<file path="src/rtl/cdb_broadcaster_if.sv">
// Bundle of the execution-unit completion handshakes and the registered CDB
// broadcast. The producer/consumer side of the bench takes master; the broadcaster takes slave.
interface cdb_broadcaster_if #(
    parameter int NUM_SRC = 4,
    parameter int TAG_W   = 6,
    parameter int DATA_W  = 32,
    parameter int REG_W   = 5
);
    localparam int SRC_W = $clog2(NUM_SRC);

    logic [NUM_SRC-1:0]        src_valid;
    logic [NUM_SRC-1:0]        src_ready;
    logic [NUM_SRC*TAG_W-1:0]  src_tag;
    logic [NUM_SRC*DATA_W-1:0] src_data;
    logic [NUM_SRC*REG_W-1:0]  src_rd;

    logic                      cdb_valid;
    logic [TAG_W-1:0]          cdb_tag;
    logic [DATA_W-1:0]         cdb_data;
    logic [REG_W-1:0]          cdb_rd;
    logic [SRC_W-1:0]          cdb_src;

    modport master (
        output src_valid, src_tag, src_data, src_rd,
        input  src_ready,
        input  cdb_valid, cdb_tag, cdb_data, cdb_rd, cdb_src
    );

    modport slave (
        input  src_valid, src_tag, src_data, src_rd,
        output src_ready,
        output cdb_valid, cdb_tag, cdb_data, cdb_rd, cdb_src
    );
endinterface

</file>
<file path="src/rtl/cdb_broadcaster.sv">
// Common data bus producer: one holding register per execution unit, round-robin
// arbitration among full entries, and a registered single-result broadcast per cycle.
module cdb_broadcaster #(
    parameter int NUM_SRC = 4,
    parameter int TAG_W   = 6,
    parameter int DATA_W  = 32,
    parameter int REG_W   = 5
) (
    input  logic clk,
    input  logic rst,
    input  logic flush,
    cdb_broadcaster_if.slave bus
);
    localparam int PTR_W = $clog2(NUM_SRC);

    logic [NUM_SRC-1:0] hold_v_q, hold_v_d;
    logic [TAG_W-1:0]   hold_tag_q  [NUM_SRC];
    logic [TAG_W-1:0]   hold_tag_d  [NUM_SRC];
    logic [DATA_W-1:0]  hold_data_q [NUM_SRC];
    logic [DATA_W-1:0]  hold_data_d [NUM_SRC];
    logic [REG_W-1:0]   hold_rd_q   [NUM_SRC];
    logic [REG_W-1:0]   hold_rd_d   [NUM_SRC];

    logic [PTR_W-1:0]   rr_ptr_q, rr_ptr_d;

    logic               cdb_valid_q, cdb_valid_d;
    logic [TAG_W-1:0]   cdb_tag_q, cdb_tag_d;
    logic [DATA_W-1:0]  cdb_data_q, cdb_data_d;
    logic [REG_W-1:0]   cdb_rd_q, cdb_rd_d;
    logic [PTR_W-1:0]   cdb_src_q, cdb_src_d;

    logic [NUM_SRC-1:0] grant;
    logic [NUM_SRC-1:0] ready;
    logic [NUM_SRC-1:0] accept;
    logic [PTR_W-1:0]   gnt_idx;
    logic               gnt_found;
    logic [PTR_W-1:0]   idx;
    int                 sum;

    // Round-robin search starting at rr_ptr; a flush suppresses any grant.
    always_comb begin
        // NOTE: every variable gets a default first and is written with blocking
        // assignments, so the block is pure combinational logic with no latches.
        gnt_found = 1'b0;
        gnt_idx   = '0;
        idx       = '0;
        sum       = 0;
        for (int k = 0; k < NUM_SRC; k++) begin
            sum = int'(rr_ptr_q) + k;
            if (sum >= NUM_SRC) begin
                sum = sum - NUM_SRC;
            end
            idx = PTR_W'(sum);
            if (!gnt_found && hold_v_q[idx]) begin
                gnt_found = 1'b1;
                gnt_idx   = idx;
            end
        end
        if (flush) begin
            gnt_found = 1'b0;
        end
        grant = '0;
        if (gnt_found) begin
            grant[gnt_idx] = 1'b1;
        end
    end

    // A granted entry may be refilled on the same edge it drains.
    assign ready  = flush ? '0 : (~hold_v_q | grant);
    assign accept = bus.src_valid & ready;

    always_comb begin
        hold_v_d    = flush ? '0 : ((hold_v_q & ~grant) | accept);
        hold_tag_d  = hold_tag_q;
        hold_data_d = hold_data_q;
        hold_rd_d   = hold_rd_q;
        for (int i = 0; i < NUM_SRC; i++) begin
            if (accept[i]) begin
                hold_tag_d[i]  = bus.src_tag[i*TAG_W +: TAG_W];
                hold_data_d[i] = bus.src_data[i*DATA_W +: DATA_W];
                hold_rd_d[i]   = bus.src_rd[i*REG_W +: REG_W];
            end
        end
    end

    always_comb begin
        rr_ptr_d    = rr_ptr_q;
        cdb_valid_d = gnt_found;
        cdb_tag_d   = cdb_tag_q;
        cdb_data_d  = cdb_data_q;
        cdb_rd_d    = cdb_rd_q;
        cdb_src_d   = cdb_src_q;
        if (gnt_found) begin
            rr_ptr_d   = (gnt_idx == PTR_W'(NUM_SRC - 1)) ? '0 : gnt_idx + PTR_W'(1);
            cdb_tag_d  = hold_tag_q[gnt_idx];
            cdb_data_d = hold_data_q[gnt_idx];
            cdb_rd_d   = hold_rd_q[gnt_idx];
            cdb_src_d  = gnt_idx;
        end
    end

    always_ff @(posedge clk or negedge rst) begin
        if (!rst) begin
            hold_v_q    <= '0;
            rr_ptr_q    <= '0;
            cdb_valid_q <= 1'b0;
            cdb_tag_q   <= '0;
            cdb_data_q  <= '0;
            cdb_rd_q    <= '0;
            cdb_src_q   <= '0;
        end else begin
            hold_v_q    <= hold_v_d;
            rr_ptr_q    <= rr_ptr_d;
            cdb_valid_q <= cdb_valid_d;
            cdb_tag_q   <= cdb_tag_d;
            cdb_data_q  <= cdb_data_d;
            cdb_rd_q    <= cdb_rd_d;
            cdb_src_q   <= cdb_src_d;
        end
    end

    // NOTE: the payload storage has no reset; hold_v qualifies every read of it.
    always_ff @(posedge clk) begin
        hold_tag_q  <= hold_tag_d;
        hold_data_q <= hold_data_d;
        hold_rd_q   <= hold_rd_d;
    end

    assign bus.src_ready = ready & {NUM_SRC{rst}};
    assign bus.cdb_valid = cdb_valid_q;
    assign bus.cdb_tag   = cdb_tag_q;
    assign bus.cdb_data  = cdb_data_q;
    assign bus.cdb_rd    = cdb_rd_q;
    assign bus.cdb_src   = cdb_src_q;
endmodule

</file>
<file path="src/flat_wrapper.sv">
// flat-port wrapper written by rule: the top's interface ports become plain ports
module cdb_broadcaster_flat 
#(
    parameter int NUM_SRC = 4,
    parameter int TAG_W   = 6,
    parameter int DATA_W  = 32,
    parameter int REG_W   = 5
)
  (clk, rst, flush, bus_src_valid, bus_src_tag, bus_src_data, bus_src_rd, bus_src_ready, bus_cdb_valid, bus_cdb_tag, bus_cdb_data, bus_cdb_rd, bus_cdb_src);
  cdb_broadcaster_if #(.NUM_SRC(NUM_SRC), .TAG_W(TAG_W), .DATA_W(DATA_W), .REG_W(REG_W)) bus_i ();
  input  logic clk;
  input  logic rst;
  input  logic flush;
  input wire logic [$bits(bus_i.src_valid)-1:0] bus_src_valid;
  input wire logic [$bits(bus_i.src_tag)-1:0] bus_src_tag;
  input wire logic [$bits(bus_i.src_data)-1:0] bus_src_data;
  input wire logic [$bits(bus_i.src_rd)-1:0] bus_src_rd;
  output wire logic [$bits(bus_i.src_ready)-1:0] bus_src_ready;
  output wire logic [$bits(bus_i.cdb_valid)-1:0] bus_cdb_valid;
  output wire logic [$bits(bus_i.cdb_tag)-1:0] bus_cdb_tag;
  output wire logic [$bits(bus_i.cdb_data)-1:0] bus_cdb_data;
  output wire logic [$bits(bus_i.cdb_rd)-1:0] bus_cdb_rd;
  output wire logic [$bits(bus_i.cdb_src)-1:0] bus_cdb_src;
  assign bus_i.src_valid = bus_src_valid;
  assign bus_i.src_tag = bus_src_tag;
  assign bus_i.src_data = bus_src_data;
  assign bus_i.src_rd = bus_src_rd;
  assign bus_src_ready = bus_i.src_ready;
  assign bus_cdb_valid = bus_i.cdb_valid;
  assign bus_cdb_tag = bus_i.cdb_tag;
  assign bus_cdb_data = bus_i.cdb_data;
  assign bus_cdb_rd = bus_i.cdb_rd;
  assign bus_cdb_src = bus_i.cdb_src;
  cdb_broadcaster #(.NUM_SRC(NUM_SRC), .TAG_W(TAG_W), .DATA_W(DATA_W), .REG_W(REG_W)) u_core (.clk(clk), .rst(rst), .flush(flush), .bus(bus_i));
endmodule
</file>
<file path="config.mk">
export PLATFORM = sky130hd
export DESIGN_NAME = cdb_broadcaster_flat
export DESIGN_NICKNAME = d
export VERILOG_FILES = /design/src/rtl/cdb_broadcaster_if.sv /design/src/rtl/cdb_broadcaster.sv /design/src/flat_wrapper.sv
export SDC_FILE = /design/constraint.sdc
export NUM_CORES = 1
export LEC_CHECK = 0
export ABC_AREA = 1
export CORE_MARGIN = 8
export CORE_UTILIZATION = 53
export DETAILED_ROUTE_END_ITERATION = 16
export GPL_TIMING_DRIVEN = 0
export PLACE_DENSITY = 0.85
export RECOVER_POWER = 25
export SLEW_MARGIN = 20
export SYNTH_ARGS = -nofsm -noshare
export SYNTH_HDL_FRONTEND = slang
export SYNTH_SLANG_ARGS = --single-unit
</file>
<file path="constraint.sdc">
create_clock -name clk -period 7.4 [get_ports clk]
set_input_delay 1.48 -clock clk [delete_from_list [all_inputs] [get_ports clk]]
set_output_delay 1.48 -clock clk [all_outputs]
set_load 0.05 [all_outputs]
</file>
* Word-level counts from Yosys, hierarchy flattened
Cells that the tools add are included.
** Operators by class
- Add/sub/neg operators :: 8
- $lt $le $gt $ge :: 11
- Equal/unequal tests :: 1
- Muxes and demuxes :: 36
- Bitwise logic cells :: 8
- Reductions and logical operators :: 7
** Operators with widths (count)
- $bmux 32 s2 :: 1
- $mux 32 :: 2
- $mux 2 :: 9
- $lt 2x3->1 const B :: 5
- $and 4x4->4 :: 3
- $bmux 6 s2 :: 1
- $ge 3x3->1 const B :: 4
- $mux 4 :: 3
- $mux 6 :: 2
- $bmux 5 s2 :: 1
- $mux 1 :: 10
- $mux 5 :: 2
- $bmux 1 s2 :: 4
- $not 4->4 :: 2
- $or 4x4->4 :: 2
- $sub 2x1->2 const B :: 4
- $add 2x2->3 const B :: 2
- $logic_and 1x1->1 :: 4
- $add 2x1->3 const B :: 1
- $ge 2x3->1 const B :: 1
- $logic_not 1->1 :: 3
- $not 2->3 :: 1
- $add 2x1->2 const B :: 1
- $demux 1 s2 :: 1
- 2 further kinds :: 2
** Storage, ports and cells
- Bits in registers :: 224
- Input bits :: 179
- Logic and storage cells :: 90

* Logic depth before layout (Yosys ltp)
- Depth after elaboration :: 24
- Depth in mapped cells :: 17
- Depth with buffers taken out :: 15

* Worst setup path before layout
Ideal clock, no wire load.
- Path type :: in2reg
- Start :: input flush
- End :: register u_core.hold_data_q[0] (netlist name), enable pin
- Arrival :: 3.843 ns
- Path slack :: 3.113 ns
- Cell stages on the path :: 7
- Buffers on the path :: 0
- Path through :: inv_1 > nand2_4 > nor2_2 > nand2_1 > nand2_1 > nand2_1 > nor2_1
** On the way
- Cells in the longest elaborated chain, start to end :: 5
** RTL lines
- from (decl) :: line flat_wrapper.sv:13 : input logic flush;
- $mux 1 :: line cdb_broadcaster.sv:59 : if (flush) begin
- $mux 4 :: line cdb_broadcaster.sv:63 : if (gnt_found) begin
- $or 4x4->4 :: line cdb_broadcaster.sv:69 : assign ready = flush ? '0 : (~hold_v_q | grant);
- $mux 4 (*) :: line cdb_broadcaster.sv:69
- $and 4x4->4 (*) :: line cdb_broadcaster.sv:70 : assign accept = bus.src_valid & ready;
- net u_core.accept[3] :: line cdb_broadcaster.sv:34 : logic [NUM_SRC-1:0] accept;
- to (signal assigned) :: line cdb_broadcaster.sv:125 : hold_data_q <= hold_data_d;
- to (decl) :: line cdb_broadcaster.sv:19 : logic [DATA_W-1:0] hold_data_q [NUM_SRC];
Mark *: on every way through the listed nets, which the timed path passes. The rest lies on a longest branch.
A chain may end at the register's enable or synchronous reset.

* Worst setup path after layout
- Start :: register u_core.rr_ptr_q[0]
- End :: output bus_src_ready[2]
** On the way
- Cells in the longest elaborated chain, start to end :: 22
** RTL lines
- from (decl) :: line cdb_broadcaster.sv:24 : logic [PTR_W-1:0] rr_ptr_q, rr_ptr_d;
- from (signal assigned) :: line cdb_broadcaster.sv:113 : rr_ptr_q <= rr_ptr_d;
- parallel branches: the longest is 18 deep, another holds $add 2x1->3
- $mux 4 (*) :: line cdb_broadcaster.sv:63
- $or 4x4->4 (*) :: line cdb_broadcaster.sv:69
- $mux 4 (*) :: line cdb_broadcaster.sv:69
- $and 4x4->4 (*) :: line cdb_broadcaster.sv:129 : assign bus.src_ready = ready & {NUM_SRC{rst}};
- to (decl) :: line flat_wrapper.sv:18 : output wire logic [$bits(bus_i.src_ready)-1:0] bus_src_ready;
Every way passes the cells marked *. The select of a mux whose other input is x is not followed.

==> summary.md <==
| Metric | Value |
|---|---|
| DRC viols | `0` |
| PD cells | `455 nW/µm²` |
| Pin count of the biggest net entering global routing | `54` |
| Tmin final | `5.34 ns` |
| CP arrival | `3.86 ns` |
| WL per Instance | `18.6 µm` |
| Final period util | `0.721` |
| TritonCTS clock tree | `yes` |
| Core area | `17,200 µm²` |
| Total GRT Usage | `0.231` |
| Layout cells sized above 1 | `0.0711` |
| Type of the tightest min-delay check | `flip-flop to flip-flop` |
| Synth warnings | `0` |
| Slew Viols, Final | `0` |
| Mapped Area | `9300 µm²` |
| Post-synth cell types | `25` |
| Port-buffer cells | `228` |
| Unrepaired setup endpoints after global routing | `false` |
| Worst rel slew slack | `0.460` |
| Post-synth EDFFs | `172` |
| Routed wire length | `25,700 µm` |
| # setup viols final | `0` |
| Async SR Flop Fraction | `0.232` |
| Setup bufs post-CTS | `0` |
| Final hold vios | `0` |
| Mean Syn Cell Area | `10.8 µm²` |
| Max cap viols | `0` |
| Sequential area share after synthesis | `0.695` |
| Grt ovf | `0` |
| DP HPWL | `18,300 µm` |
| Area Overhead vs Synth | `37.6%` |
| Die area | `22,000 µm²` |
| TNS Setup | `0 ns` |
| Setup Skew | `0.0156 ns` |
| DR vias/cell | `5.20` |
| Initial Util | `0.539` |
| Syn_nets | `1,043` |
| Post-synth top flop | `edfxtp_1` |
| Initial DRC count | `600` |
| Status | `finished clean` |
| Slew @ Worst Pin | `0.808 ns` |
| H-tree Lvls | `1` |
| Setup Crit Path Kind | `flip-flop to output port` |
| TritonRoute pass-1 iters | `6` |
| Endpoint type of the worst setup path | `output port` |
| Chip width | `148 µm` |
| DR vias | `7,168` |
| PostCTS Resize Cnt | `0` |
| Crit-path max FO | `10` |
| Worst Path Required | `5.92 ns` |
| Max Clk Rate | `187 MHz` |
| Initial antenna violation count | `18` |
| Final WS setup | `2.06 ns` |
| First-pass GRT wire length | `39,300 µm` |
| Total Nets Final | `1,301` |
| Cell Rows | `48` |
| Leak | `5.51 nW` |
| Seq cells post-synth | `224` |
| Routed Antenna Nets | `0` |
| Hold buffers post-CTS | `0` |
| CTS buffer count | `24` |
| CP Launch Type | `flip-flop` |
| Peak VDD IR | `250 µV` |
| Fin cells | `1,379` |
| CTS sink count | `224` |
| DP Worst Slack | `2.21 ns` |
| GPL Wtd Cong | `0.838` |
| Root buf cell | `clkbuf_16` |
| Clk_lat worst skew | `0.52 ns` |
| Pwr Total | `5.81 mW` |
| Max clock buf depth | `3` |
| Fillers | `1,167` |
| Cells after DPL | `1,320` |
| Final core occ | `0.742` |
| Cell count after synthesis | `863` |
| Vias in the first global route | `7,270` |
| I/O Pins | `229` |
| Clk pin slew, worst setup/hold paths | `0.07 ns` |
| Die H | `148 µm` |
synthesized netlist by cell type (2+ instances only):
master    count  area [µm²]
nand2_1     265         995
edfxtp_1    172        5160
inv_1       143         537
nand3_1      69         345
dfrtp_1      52        1300
nand4_1      43         269
o211ai_1     22         165
o21ai_0      21         105
buf_2        19        95.1
clkbuf_1     11        41.3
nor2_1       10        37.5
buf_1         7        26.3
a21oi_1       5        25.0
o21ai_1       5        25.0
buf_4         4        30.0
nor2_2        3        18.8
inv_2         2        7.51
nand2_2       2        12.5
nand3_4       2        35.0
through the flow:
stage / instance area, µm² / hold slack, ns
floorplan: 9300 / 0.480
global placement: 11900 / 0.462
detailed placement: 12000 / 0.464
CTS: 12800 / 0.481
global route: 12800 / 0.487
finish: 12800 / 0.479
state kept, by name, summed over array words and instances, names as in the netlist:
| register | cells |
|---|---|
| u_core.hold_v_q | 4 |
| u_core.bus.cdb_rd | 5 |
| u_core.bus.cdb_tag | 6 |
| u_core.bus.cdb_src | 2 |
| u_core.hold_tag_q | 24 |
| u_core.bus.cdb_data | 32 |
| u_core.hold_rd_q | 20 |
| u_core.bus.cdb_valid | 1 |
| u_core.rr_ptr_q | 2 |
| u_core.hold_data_q | 128 |
layer usage:
layer,up-vias,track usage,share of wire
li1,3379,-,-
met1,3404,0.271,0.37
met2,316,0.392,0.52
met3,63,0.0580,0.078
met4,6,0.106,0.034
met5,-,0,0.0013
power by group:
| group | leakage, nW | switching [mW] | internal [mW] |
|---|---|---|---|
| Combinational | 2.90 | 2.04 | 0.923 |
| Sequential | 2.23 | 0.0930 | 1.60 |
| Clock | 0.376 | 0.477 | 0.686 |
cell usage in the layout, fill, tap and decap left out, types with 19 or more instances in the layout:
| cell type | netlist | layout |
|---|---|---|
| clkdlybuf4s50_1 | 0 | 103 |
| nand4_1 | 43 | 43 |
| nand3_1 | 69 | 69 |
| dlygate4sd3_1 | 0 | 124 |
| o211ai_1 | 22 | 22 |
| clkbuf_16 | 0 | 24 |
| o21ai_0 | 21 | 21 |
| edfxtp_1 | 172 | 172 |
| nand2_1 | 265 | 265 |
| buf_2 | 19 | 19 |
| dfrtp_1 | 52 | 52 |
| inv_1 | 143 | 143 |
worst paths after layout:
kind / startpoint / endpoint / slack, ns / cells past startpoint
worst max register to register: u_core.rr_ptr_q[0] / u_core.hold_data_q[47] / 3.81 / 16
worst max-delay path: u_core.rr_ptr_q[0] / bus_src_ready[2] / 2.06 / 16
min in group asynchronous: rst / u_core.bus.cdb_data[4] / 1.02 / 1
worst min register to register: u_core.bus.cdb_rd[1] / u_core.bus.cdb_rd[1] / 0.48 / 2
max in group asynchronous: rst / u_core.bus.cdb_data[18] / 5.90 / 1
worst min-delay path: u_core.bus.cdb_rd[1] / u_core.bus.cdb_rd[1] / 0.48 / 2
cell families (layout without fill, tap and decap cells):
kind of cell	Yosys count	in the layout	share of synthesized area
compound gates	53	53	0.0344
fa+ha+maj	1	1	0.00135
buf+inv	188	464	0.0811
flops	224	224	0.695
other cells	0	15	0
simple gates	397	397	0.188
worst max-delay path, stage by stage (launching register included):
cell	delay, ns
dfrtp_1	0.36
buf_4	0.17
inv_4	0.11
nand2_1	0.09
nand3_1	0.12
nand2_1	0.13
inv_1	0.11
nand3_2	0.22
nand3_4	0.24
buf_6	0.17
buf_2	0.25
ha_1	0.20
nand2_1	0.06
nand2_1	0.09
nand2_1	0.10
nor2_1	0.11
clkdlybuf4s50_1	0.81
layout make-up:
cell class	instances	area [µm²]	share of cell area
well taps	225	282	0.0220
repair buffers	232	2370	0.185
diodes	15	37.5	0.00293
flip-flops and latches	224	6470	0.506
multi-input cells	451	2110	0.165
clock inverters	8	80.1	0.00626
inverters	146	551	0.0430
plain buffers	42	204	0.0159
clock buffers	36	696	0.0544
No activity file was read; power rests on OpenSTA's default activity.
